$ cat config.mk
export PLATFORM = sky130hd
export DESIGN_NAME = idex_stage_flat
export DESIGN_NICKNAME = d
export VERILOG_FILES = /design/src/rtl/idex_stage_if.sv /design/src/rtl/idex_stage.sv /design/src/flat_wrapper.sv
export SDC_FILE = /design/constraint.sdc
export NUM_CORES = 1
export LEC_CHECK = 0
export ABC_AREA = 1
export CAP_MARGIN = 0
export CORE_ASPECT_RATIO = 0.75
export CORE_MARGIN = 8
export CORE_UTILIZATION = 45
export DETAILED_ROUTE_END_ITERATION = 10
export PLACE_DENSITY = 0.86
export RECOVER_POWER = 25
export SETUP_SLACK_MARGIN = 0.05
export SYNTH_ARGS = -nofsm -noshare
export SYNTH_HDL_FRONTEND = slang
export SYNTH_SLANG_ARGS = --single-unit
$ cat constraint.sdc
create_clock -name clk_i -period 4.1 [get_ports clk_i]
set_input_delay 0.615 -clock clk_i [delete_from_list [all_inputs] [get_ports clk_i]]
set_output_delay 0.615 -clock clk_i [all_outputs]
set_load 0.005 [all_outputs]
$ cat src/rtl/idex_stage_if.sv
// ID/EX pipeline bundle: ID-stage inputs toward the register, registered EX-side
// outputs and the hazard/enable flags back toward the front end.
interface idex_stage_if;
    logic        RegWrite_i;
    logic        MemToReg_i;
    logic        MemRead_i;
    logic        MemWrite_i;
    logic        ALUSrc_i;
    logic        RegDst_i;
    logic [1:0]  ALUOp_i;
    logic [31:0] RSdata_i;
    logic [31:0] RTdata_i;
    logic [31:0] Imm_i;
    logic [4:0]  IFID_Rs_i;
    logic [4:0]  IFID_Rt_i;
    logic [4:0]  IFID_Rd_i;
    logic        Flush_i;
    logic        MemStall_i;

    logic        IDEX_RegWrite_o;
    logic        IDEX_MemToReg_o;
    logic        IDEX_MemRead_o;
    logic        IDEX_MemWrite_o;
    logic        IDEX_ALUSrc_o;
    logic        IDEX_RegDst_o;
    logic [1:0]  IDEX_ALUOp_o;
    logic [31:0] IDEX_RSdata_o;
    logic [31:0] IDEX_RTdata_o;
    logic [31:0] IDEX_Imm_o;
    logic [4:0]  IDEX_Rs_o;
    logic [4:0]  IDEX_Rt_o;
    logic [4:0]  IDEX_Rd_o;
    logic        Valid_o;
    logic        Hazard_o;
    logic        PCWrite_o;
    logic        IFIDWrite_o;
    logic [15:0] BubbleCnt_o;

    modport master (
        output RegWrite_i, MemToReg_i, MemRead_i, MemWrite_i, ALUSrc_i, RegDst_i,
               ALUOp_i, RSdata_i, RTdata_i, Imm_i, IFID_Rs_i, IFID_Rt_i, IFID_Rd_i,
               Flush_i, MemStall_i,
        input  IDEX_RegWrite_o, IDEX_MemToReg_o, IDEX_MemRead_o, IDEX_MemWrite_o,
               IDEX_ALUSrc_o, IDEX_RegDst_o, IDEX_ALUOp_o, IDEX_RSdata_o,
               IDEX_RTdata_o, IDEX_Imm_o, IDEX_Rs_o, IDEX_Rt_o, IDEX_Rd_o,
               Valid_o, Hazard_o, PCWrite_o, IFIDWrite_o, BubbleCnt_o
    );

    modport slave (
        input  RegWrite_i, MemToReg_i, MemRead_i, MemWrite_i, ALUSrc_i, RegDst_i,
               ALUOp_i, RSdata_i, RTdata_i, Imm_i, IFID_Rs_i, IFID_Rt_i, IFID_Rd_i,
               Flush_i, MemStall_i,
        output IDEX_RegWrite_o, IDEX_MemToReg_o, IDEX_MemRead_o, IDEX_MemWrite_o,
               IDEX_ALUSrc_o, IDEX_RegDst_o, IDEX_ALUOp_o, IDEX_RSdata_o,
               IDEX_RTdata_o, IDEX_Imm_o, IDEX_Rs_o, IDEX_Rt_o, IDEX_Rd_o,
               Valid_o, Hazard_o, PCWrite_o, IFIDWrite_o, BubbleCnt_o
    );
endinterface

$ cat src/rtl/idex_stage.sv
// ID/EX pipeline register with load-use hazard detection, flush/stall handling
// and a saturating count of hazard bubbles.
module idex_stage (
    input  logic         clk_i,
    input  logic         rst_i,
    idex_stage_if.slave  bus
);
    logic        reg_write_q, reg_write_d;
    logic        mem_to_reg_q, mem_to_reg_d;
    logic        mem_read_q, mem_read_d;
    logic        mem_write_q, mem_write_d;
    logic        alu_src_q, alu_src_d;
    logic        reg_dst_q, reg_dst_d;
    logic [1:0]  alu_op_q, alu_op_d;
    logic [31:0] rs_data_q, rs_data_d;
    logic [31:0] rt_data_q, rt_data_d;
    logic [31:0] imm_q, imm_d;
    logic [4:0]  rs_q, rs_d;
    logic [4:0]  rt_q, rt_d;
    logic [4:0]  rd_q, rd_d;
    logic        valid_q, valid_d;
    logic [15:0] bubble_cnt_q, bubble_cnt_d;

    logic hazard;
    logic rt_match;

    // Register 0 is hard-wired, so a load targeting it never creates a dependency.
    always_comb begin
        rt_match = (rt_q == bus.IFID_Rs_i) || (rt_q == bus.IFID_Rt_i);
        hazard   = mem_read_q && (rt_q != 5'd0) && rt_match;
    end

    always_comb begin
        reg_write_d  = reg_write_q;
        mem_to_reg_d = mem_to_reg_q;
        mem_read_d   = mem_read_q;
        mem_write_d  = mem_write_q;
        alu_src_d    = alu_src_q;
        reg_dst_d    = reg_dst_q;
        alu_op_d     = alu_op_q;
        rs_data_d    = rs_data_q;
        rt_data_d    = rt_data_q;
        imm_d        = imm_q;
        rs_d         = rs_q;
        rt_d         = rt_q;
        rd_d         = rd_q;
        valid_d      = valid_q;
        bubble_cnt_d = bubble_cnt_q;

        if (bus.MemStall_i) begin
            // freeze: defaults already hold every register
        end else if (bus.Flush_i || hazard) begin
            reg_write_d  = 1'b0;
            mem_to_reg_d = 1'b0;
            mem_read_d   = 1'b0;
            mem_write_d  = 1'b0;
            alu_src_d    = 1'b0;
            reg_dst_d    = 1'b0;
            alu_op_d     = 2'b00;
            rs_data_d    = 32'd0;
            rt_data_d    = 32'd0;
            imm_d        = 32'd0;
            rs_d         = 5'd0;
            rt_d         = 5'd0;
            rd_d         = 5'd0;
            valid_d      = 1'b0;
            // Only hazard bubbles are counted; a flush wins the attribution.
            if (hazard && !bus.Flush_i && (bubble_cnt_q != 16'hFFFF)) begin
                bubble_cnt_d = bubble_cnt_q + 16'd1;
            end
        end else begin
            reg_write_d  = bus.RegWrite_i;
            mem_to_reg_d = bus.MemToReg_i;
            mem_read_d   = bus.MemRead_i;
            mem_write_d  = bus.MemWrite_i;
            alu_src_d    = bus.ALUSrc_i;
            reg_dst_d    = bus.RegDst_i;
            alu_op_d     = bus.ALUOp_i;
            rs_data_d    = bus.RSdata_i;
            rt_data_d    = bus.RTdata_i;
            imm_d        = bus.Imm_i;
            rs_d         = bus.IFID_Rs_i;
            rt_d         = bus.IFID_Rt_i;
            rd_d         = bus.IFID_Rd_i;
            valid_d      = 1'b1;
        end
    end

    always_ff @(posedge clk_i) begin
        if (!rst_i) begin
            reg_write_q  <= 1'b0;
            mem_to_reg_q <= 1'b0;
            mem_read_q   <= 1'b0;
            mem_write_q  <= 1'b0;
            alu_src_q    <= 1'b0;
            reg_dst_q    <= 1'b0;
            alu_op_q     <= 2'b00;
            rs_data_q    <= 32'd0;
            rt_data_q    <= 32'd0;
            imm_q        <= 32'd0;
            rs_q         <= 5'd0;
            rt_q         <= 5'd0;
            rd_q         <= 5'd0;
            valid_q      <= 1'b0;
            bubble_cnt_q <= 16'd0;
        end else begin
            reg_write_q  <= reg_write_d;
            mem_to_reg_q <= mem_to_reg_d;
            mem_read_q   <= mem_read_d;
            mem_write_q  <= mem_write_d;
            alu_src_q    <= alu_src_d;
            reg_dst_q    <= reg_dst_d;
            alu_op_q     <= alu_op_d;
            rs_data_q    <= rs_data_d;
            rt_data_q    <= rt_data_d;
            imm_q        <= imm_d;
            rs_q         <= rs_d;
            rt_q         <= rt_d;
            rd_q         <= rd_d;
            valid_q      <= valid_d;
            bubble_cnt_q <= bubble_cnt_d;
        end
    end

    // Flush does not gate the front end: the redirect target must still load.
    always_comb begin
        bus.Hazard_o        = hazard;
        bus.PCWrite_o       = !(hazard || bus.MemStall_i);
        bus.IFIDWrite_o     = !(hazard || bus.MemStall_i);
        bus.IDEX_RegWrite_o = reg_write_q;
        bus.IDEX_MemToReg_o = mem_to_reg_q;
        bus.IDEX_MemRead_o  = mem_read_q;
        bus.IDEX_MemWrite_o = mem_write_q;
        bus.IDEX_ALUSrc_o   = alu_src_q;
        bus.IDEX_RegDst_o   = reg_dst_q;
        bus.IDEX_ALUOp_o    = alu_op_q;
        bus.IDEX_RSdata_o   = rs_data_q;
        bus.IDEX_RTdata_o   = rt_data_q;
        bus.IDEX_Imm_o      = imm_q;
        bus.IDEX_Rs_o       = rs_q;
        bus.IDEX_Rt_o       = rt_q;
        bus.IDEX_Rd_o       = rd_q;
        bus.Valid_o         = valid_q;
        bus.BubbleCnt_o     = bubble_cnt_q;
    end
endmodule
$ cat src/flat_wrapper.sv
// flat-port wrapper written by rule: the top's interface ports become plain ports
module idex_stage_flat 
  (clk_i, rst_i, bus_RegWrite_i, bus_MemToReg_i, bus_MemRead_i, bus_MemWrite_i, bus_ALUSrc_i, bus_RegDst_i, bus_ALUOp_i, bus_RSdata_i, bus_RTdata_i, bus_Imm_i, bus_IFID_Rs_i, bus_IFID_Rt_i, bus_IFID_Rd_i, bus_Flush_i, bus_MemStall_i, bus_IDEX_RegWrite_o, bus_IDEX_MemToReg_o, bus_IDEX_MemRead_o, bus_IDEX_MemWrite_o, bus_IDEX_ALUSrc_o, bus_IDEX_RegDst_o, bus_IDEX_ALUOp_o, bus_IDEX_RSdata_o, bus_IDEX_RTdata_o, bus_IDEX_Imm_o, bus_IDEX_Rs_o, bus_IDEX_Rt_o, bus_IDEX_Rd_o, bus_Valid_o, bus_Hazard_o, bus_PCWrite_o, bus_IFIDWrite_o, bus_BubbleCnt_o);
  idex_stage_if bus_i ();
  input  logic clk_i;
  input  logic rst_i;
  input wire logic [$bits(bus_i.RegWrite_i)-1:0] bus_RegWrite_i;
  input wire logic [$bits(bus_i.MemToReg_i)-1:0] bus_MemToReg_i;
  input wire logic [$bits(bus_i.MemRead_i)-1:0] bus_MemRead_i;
  input wire logic [$bits(bus_i.MemWrite_i)-1:0] bus_MemWrite_i;
  input wire logic [$bits(bus_i.ALUSrc_i)-1:0] bus_ALUSrc_i;
  input wire logic [$bits(bus_i.RegDst_i)-1:0] bus_RegDst_i;
  input wire logic [$bits(bus_i.ALUOp_i)-1:0] bus_ALUOp_i;
  input wire logic [$bits(bus_i.RSdata_i)-1:0] bus_RSdata_i;
  input wire logic [$bits(bus_i.RTdata_i)-1:0] bus_RTdata_i;
  input wire logic [$bits(bus_i.Imm_i)-1:0] bus_Imm_i;
  input wire logic [$bits(bus_i.IFID_Rs_i)-1:0] bus_IFID_Rs_i;
  input wire logic [$bits(bus_i.IFID_Rt_i)-1:0] bus_IFID_Rt_i;
  input wire logic [$bits(bus_i.IFID_Rd_i)-1:0] bus_IFID_Rd_i;
  input wire logic [$bits(bus_i.Flush_i)-1:0] bus_Flush_i;
  input wire logic [$bits(bus_i.MemStall_i)-1:0] bus_MemStall_i;
  output wire logic [$bits(bus_i.IDEX_RegWrite_o)-1:0] bus_IDEX_RegWrite_o;
  output wire logic [$bits(bus_i.IDEX_MemToReg_o)-1:0] bus_IDEX_MemToReg_o;
  output wire logic [$bits(bus_i.IDEX_MemRead_o)-1:0] bus_IDEX_MemRead_o;
  output wire logic [$bits(bus_i.IDEX_MemWrite_o)-1:0] bus_IDEX_MemWrite_o;
  output wire logic [$bits(bus_i.IDEX_ALUSrc_o)-1:0] bus_IDEX_ALUSrc_o;
  output wire logic [$bits(bus_i.IDEX_RegDst_o)-1:0] bus_IDEX_RegDst_o;
  output wire logic [$bits(bus_i.IDEX_ALUOp_o)-1:0] bus_IDEX_ALUOp_o;
  output wire logic [$bits(bus_i.IDEX_RSdata_o)-1:0] bus_IDEX_RSdata_o;
  output wire logic [$bits(bus_i.IDEX_RTdata_o)-1:0] bus_IDEX_RTdata_o;
  output wire logic [$bits(bus_i.IDEX_Imm_o)-1:0] bus_IDEX_Imm_o;
  output wire logic [$bits(bus_i.IDEX_Rs_o)-1:0] bus_IDEX_Rs_o;
  output wire logic [$bits(bus_i.IDEX_Rt_o)-1:0] bus_IDEX_Rt_o;
  output wire logic [$bits(bus_i.IDEX_Rd_o)-1:0] bus_IDEX_Rd_o;
  output wire logic [$bits(bus_i.Valid_o)-1:0] bus_Valid_o;
  output wire logic [$bits(bus_i.Hazard_o)-1:0] bus_Hazard_o;
  output wire logic [$bits(bus_i.PCWrite_o)-1:0] bus_PCWrite_o;
  output wire logic [$bits(bus_i.IFIDWrite_o)-1:0] bus_IFIDWrite_o;
  output wire logic [$bits(bus_i.BubbleCnt_o)-1:0] bus_BubbleCnt_o;
  assign bus_i.RegWrite_i = bus_RegWrite_i;
  assign bus_i.MemToReg_i = bus_MemToReg_i;
  assign bus_i.MemRead_i = bus_MemRead_i;
  assign bus_i.MemWrite_i = bus_MemWrite_i;
  assign bus_i.ALUSrc_i = bus_ALUSrc_i;
  assign bus_i.RegDst_i = bus_RegDst_i;
  assign bus_i.ALUOp_i = bus_ALUOp_i;
  assign bus_i.RSdata_i = bus_RSdata_i;
  assign bus_i.RTdata_i = bus_RTdata_i;
  assign bus_i.Imm_i = bus_Imm_i;
  assign bus_i.IFID_Rs_i = bus_IFID_Rs_i;
  assign bus_i.IFID_Rt_i = bus_IFID_Rt_i;
  assign bus_i.IFID_Rd_i = bus_IFID_Rd_i;
  assign bus_i.Flush_i = bus_Flush_i;
  assign bus_i.MemStall_i = bus_MemStall_i;
  assign bus_IDEX_RegWrite_o = bus_i.IDEX_RegWrite_o;
  assign bus_IDEX_MemToReg_o = bus_i.IDEX_MemToReg_o;
  assign bus_IDEX_MemRead_o = bus_i.IDEX_MemRead_o;
  assign bus_IDEX_MemWrite_o = bus_i.IDEX_MemWrite_o;
  assign bus_IDEX_ALUSrc_o = bus_i.IDEX_ALUSrc_o;
  assign bus_IDEX_RegDst_o = bus_i.IDEX_RegDst_o;
  assign bus_IDEX_ALUOp_o = bus_i.IDEX_ALUOp_o;
  assign bus_IDEX_RSdata_o = bus_i.IDEX_RSdata_o;
  assign bus_IDEX_RTdata_o = bus_i.IDEX_RTdata_o;
  assign bus_IDEX_Imm_o = bus_i.IDEX_Imm_o;
  assign bus_IDEX_Rs_o = bus_i.IDEX_Rs_o;
  assign bus_IDEX_Rt_o = bus_i.IDEX_Rt_o;
  assign bus_IDEX_Rd_o = bus_i.IDEX_Rd_o;
  assign bus_Valid_o = bus_i.Valid_o;
  assign bus_Hazard_o = bus_i.Hazard_o;
  assign bus_PCWrite_o = bus_i.PCWrite_o;
  assign bus_IFIDWrite_o = bus_i.IFIDWrite_o;
  assign bus_BubbleCnt_o = bus_i.BubbleCnt_o;
  idex_stage u_core (.clk_i(clk_i), .rst_i(rst_i), .bus(bus_i));
endmodule
==> summary.txt <==
Run status
  • Status: complete, no violations

CTS
  • CTS H-tree depth: 4
  • CTS tree: yes
  • Clock root cell: clkbuf_16
  • Sink Count: 136
  • Worst-Skew Late Latency: approximately 400 ps
  • TritonCTS Buffers: 17
  • # Post-CTS Setup Buffers: 0
  • CTS Hold Bufs: 0
  • Clock tree buffer depth: 2
  • CTS clk-pin slew, worst paths: ~60 ps
  • PostCTS Resize Cnt: 0

Timing
  • TNS Setup: 0 ps
  • Final Skew: 12.51 ps
  • Final Hold Fails: 0
  • Min cycle time layout: between 3000 and 4000 ps
  • WHS: about 460 ps
  • # setup viols final: 0
  • Max Freq: slightly above 300 MHz
  • Tcrit/Tclk final: 79.92%
  • Pins Over Slew Limit: 0
  • RSZ-0062 raised after global routing: false
  • Worst Tran Pin Value: between 900 and 1000 ps
  • Slew HR: slightly below 40%

Route
  • Drt first-iter violations: 650
  • Routed wl met2: around 9400 um
  • DR vias/cell: between 5 and 6
  • WL met1: roughly 8200 um
  • Vias after detailed routing: 6250
  • Top Layer Used: met4
  • ANT nets after route: 0
  • Wire length per cell: 17.60 um
  • Final wirelength: roughly 20000 um
  • Met3 wire len: ~1800 um
  • DR DRC count: 0
  • DR pass1 iterations: 6

Power and ir drop
  • VDD IR max: 0.0003124 V
  • PwrDens: a little under 400 nW/um^2
  • Leak: approximately 3.3 nW

Setup path
  • Crit path max fanout: 9
  • Worst Path Arrival: between 2000 and 3000 ps
  • Setup CP Type: input pin to primary output
  • Worst Path Required: between 3000 and 4000 ps
  • Startpoint class of the critical path: input pin
  • CP endpoint kind: primary output

Worst hold path
  • Hold Path Class: register to register

Final layout
  • Area grow syn2layout: 56.87%
  • Filler cells: roughly 960
  • Fin area: between 8000 and 9000 um^2
  • Final core occ: just over 70%
  • Layout cell share with drive strength beyond 1: 5.366%
  • Diodes inserted: 0
  • Final nets: around 1100

Yosys
  • Avg Cell Area, Syn: just under 8 um^2
  • Synth Cell Area: roughly 5700 um^2
  • Mapped Cells: 739
  • FF+latch count, synth: between 100 and 150
  • Library cells used by synthesis: 23
  • Syn. warnings: 0
  • Post-synthesis sequential area ratio: between 40 and 50%
  • Syn_nets: about 860

Floorplanning
  • Row count: 35
  • Core ar.: 12310 um^2
  • Initial Util: approximately 46%
  • Die Ht: ~110 um
  • Area of the die: 16530 um^2
  • I/O pins: around 260
  • Die X: between 100 and 150 um

Global routing
  • Largest net degree at the start of global routing: 87
  • Tot GR Track Use: between 20% and 30%
  • Overflow after GRT: 0
  • Global-route wire length before repair: around 32000 um
  • Vias in the first global route: between 5000 and 6000
  • Initial antenna violation count: 0

Place
  • Post-DP Area: between 8000 and 9000 um^2
  • DP HPWL: ~14000 um
  • Routability cong.: 0.8528
  • Quantity of I/O buffers inserted on ports: 261

Run
  • Maxcap violations: 0
==> logic make-up (layout without fill, tap and decap cells) <==
| group | Yosys count | count (layout) | share of synthesized area, % |
|---|---|---|---|
| adders and majority gates | 1 | 1 | 0.2199 |
| and+or+nand+nor | 358 | 358 | 30.72 |
| buffers and inverters | 95 | 325 | 7.236 |
| AOI/OAI and AO/OA | 137 | 137 | 12.12 |
| DFF | 136 | 136 | 47.86 |
| xor gates and xnor gates | 12 | 12 | 1.847 |
==> sequential cells by signal (all words and copies together) (netlist names), 2 cells and up <==
| name | cells |
|---|---|
| u_core.bus.IDEX_ALUOp_o | 2 |
| u_core.bus.IDEX_Rt_o | 5 |
| u_core.bus.IDEX_Imm_o | 32 |
| u_core.bus.BubbleCnt_o | 16 |
| u_core.bus.IDEX_RTdata_o | 32 |
| u_core.bus.IDEX_Rs_o | 5 |
| u_core.bus.IDEX_RSdata_o | 32 |
| u_core.bus.IDEX_Rd_o | 5 |
==> worst max-delay path: stages <==
cell             delay [ps]
clkdlybuf4s50_1         510
nor2_1                   60
nor2_1                  110
nor2_1                   50
nand3_1                  60
nand2_1                 130
nand2_4                  90
clkinv_1                280
nor2_1                  220
clkdlybuf4s50_1         530
==> layout by cell type, fill, tap and decap left out, types with 5 or more instances in the layout <==
master,netlist,routed
nand3_1,14,14
bufinv_16,0,5
dfxtp_1,136,136
clkbuf_16,0,17
xor2_1,5,5
inv_1,21,19
nor2_1,17,17
clkdlybuf4s50_1,0,192
nand2_1,186,185
nand4_1,134,134
buf_4,12,9
xnor2_1,7,7
a21oi_1,135,135
dlygate4sd3_1,0,68
==> synthesized netlist by cell type <==
library cell | instances | area, um^2
nand2_1 | 186 | 698.2
xnor2_1 | 7 | 61.31
nor2_4 | 3 | 33.78
a21oi_1 | 135 | 675.7
buf_2 | 2 | 10.01
clkbuf_1 | 46 | 172.7
buf_4 | 12 | 90.09
buf_6 | 1 | 11.26
nand3_1 | 14 | 70.07
dfxtp_1 | 136 | 2723
nand3_2 | 2 | 20.02
nor2_2 | 1 | 6.260
ha_1 | 1 | 12.51
o21ai_0 | 1 | 5.000
buf_1 | 11 | 41.29
clkinv_1 | 1 | 3.750
nand3_4 | 1 | 17.52
inv_1 | 21 | 78.83
a21oi_2 | 1 | 8.760
xor2_1 | 5 | 43.79
inv_2 | 1 | 3.750
nor2_1 | 17 | 63.81
nand4_1 | 134 | 838.3
==> report_power, final <==
group	total, mW	internal, mW	switching (mW)
Sequential	1.39	1.37	0.0239
Combinational	0.384	0.214	0.170
Clock	1.68	1.09	0.595
==> layout make-up <==
cell class                      instances  area, um^2  share of cell area [%]
Timing Repair Buffer                  270        2690                   30.14
Multi-Input combinational cell        508        2562                   28.71
Inverter                               23       91.34                   1.023
Sequential cell                       136        2723                   30.51
Clock buffer                           19       432.9                   4.851
Clock inverter                         13       217.7                   2.439
Tap cell                              166       207.7                   2.327
==> worst paths after layout <==
path	to	slack (ps)	cells after the start	start
worst min register to register	u_core.bus.IDEX_RSdata_o[14]	460	2	u_core.bus.IDEX_RSdata_o[14]
worst min-delay path	u_core.bus.IDEX_RSdata_o[14]	460	2	u_core.bus.IDEX_RSdata_o[14]
worst max register to register	u_core.bus.IDEX_RSdata_o[13]	1380	9	u_core.bus.IDEX_Rt_o[3]
worst max-delay path	bus_IFIDWrite_o	820	10	bus_IFID_Rt_i[0]
==> layer usage <==
| metal | track usage (%) | vias to the layer above |
|---|---|---|
| li1 | - | 3017 |
| met4 | 10.24 | 0 |
| met1 | 29.23 | 2934 |
| met2 | 36.20 | 260 |
| met3 | 7.595 | 39 |
| met5 | 0 | - |
==> per-stage QoR <==
step	worst slack, ps	total power, mW	instances
6_report	823.2	3.459	1135
5_1_grt	673.4	3.584	1135
4_1_cts	838.1	3.493	1135
3_5_place_dp	860.1	1.811	1103
3_3_place_gp	923.8	1.806	1103
2_1_floorplan	1968	1.562	739
Power figures use the tool's default switching activity.
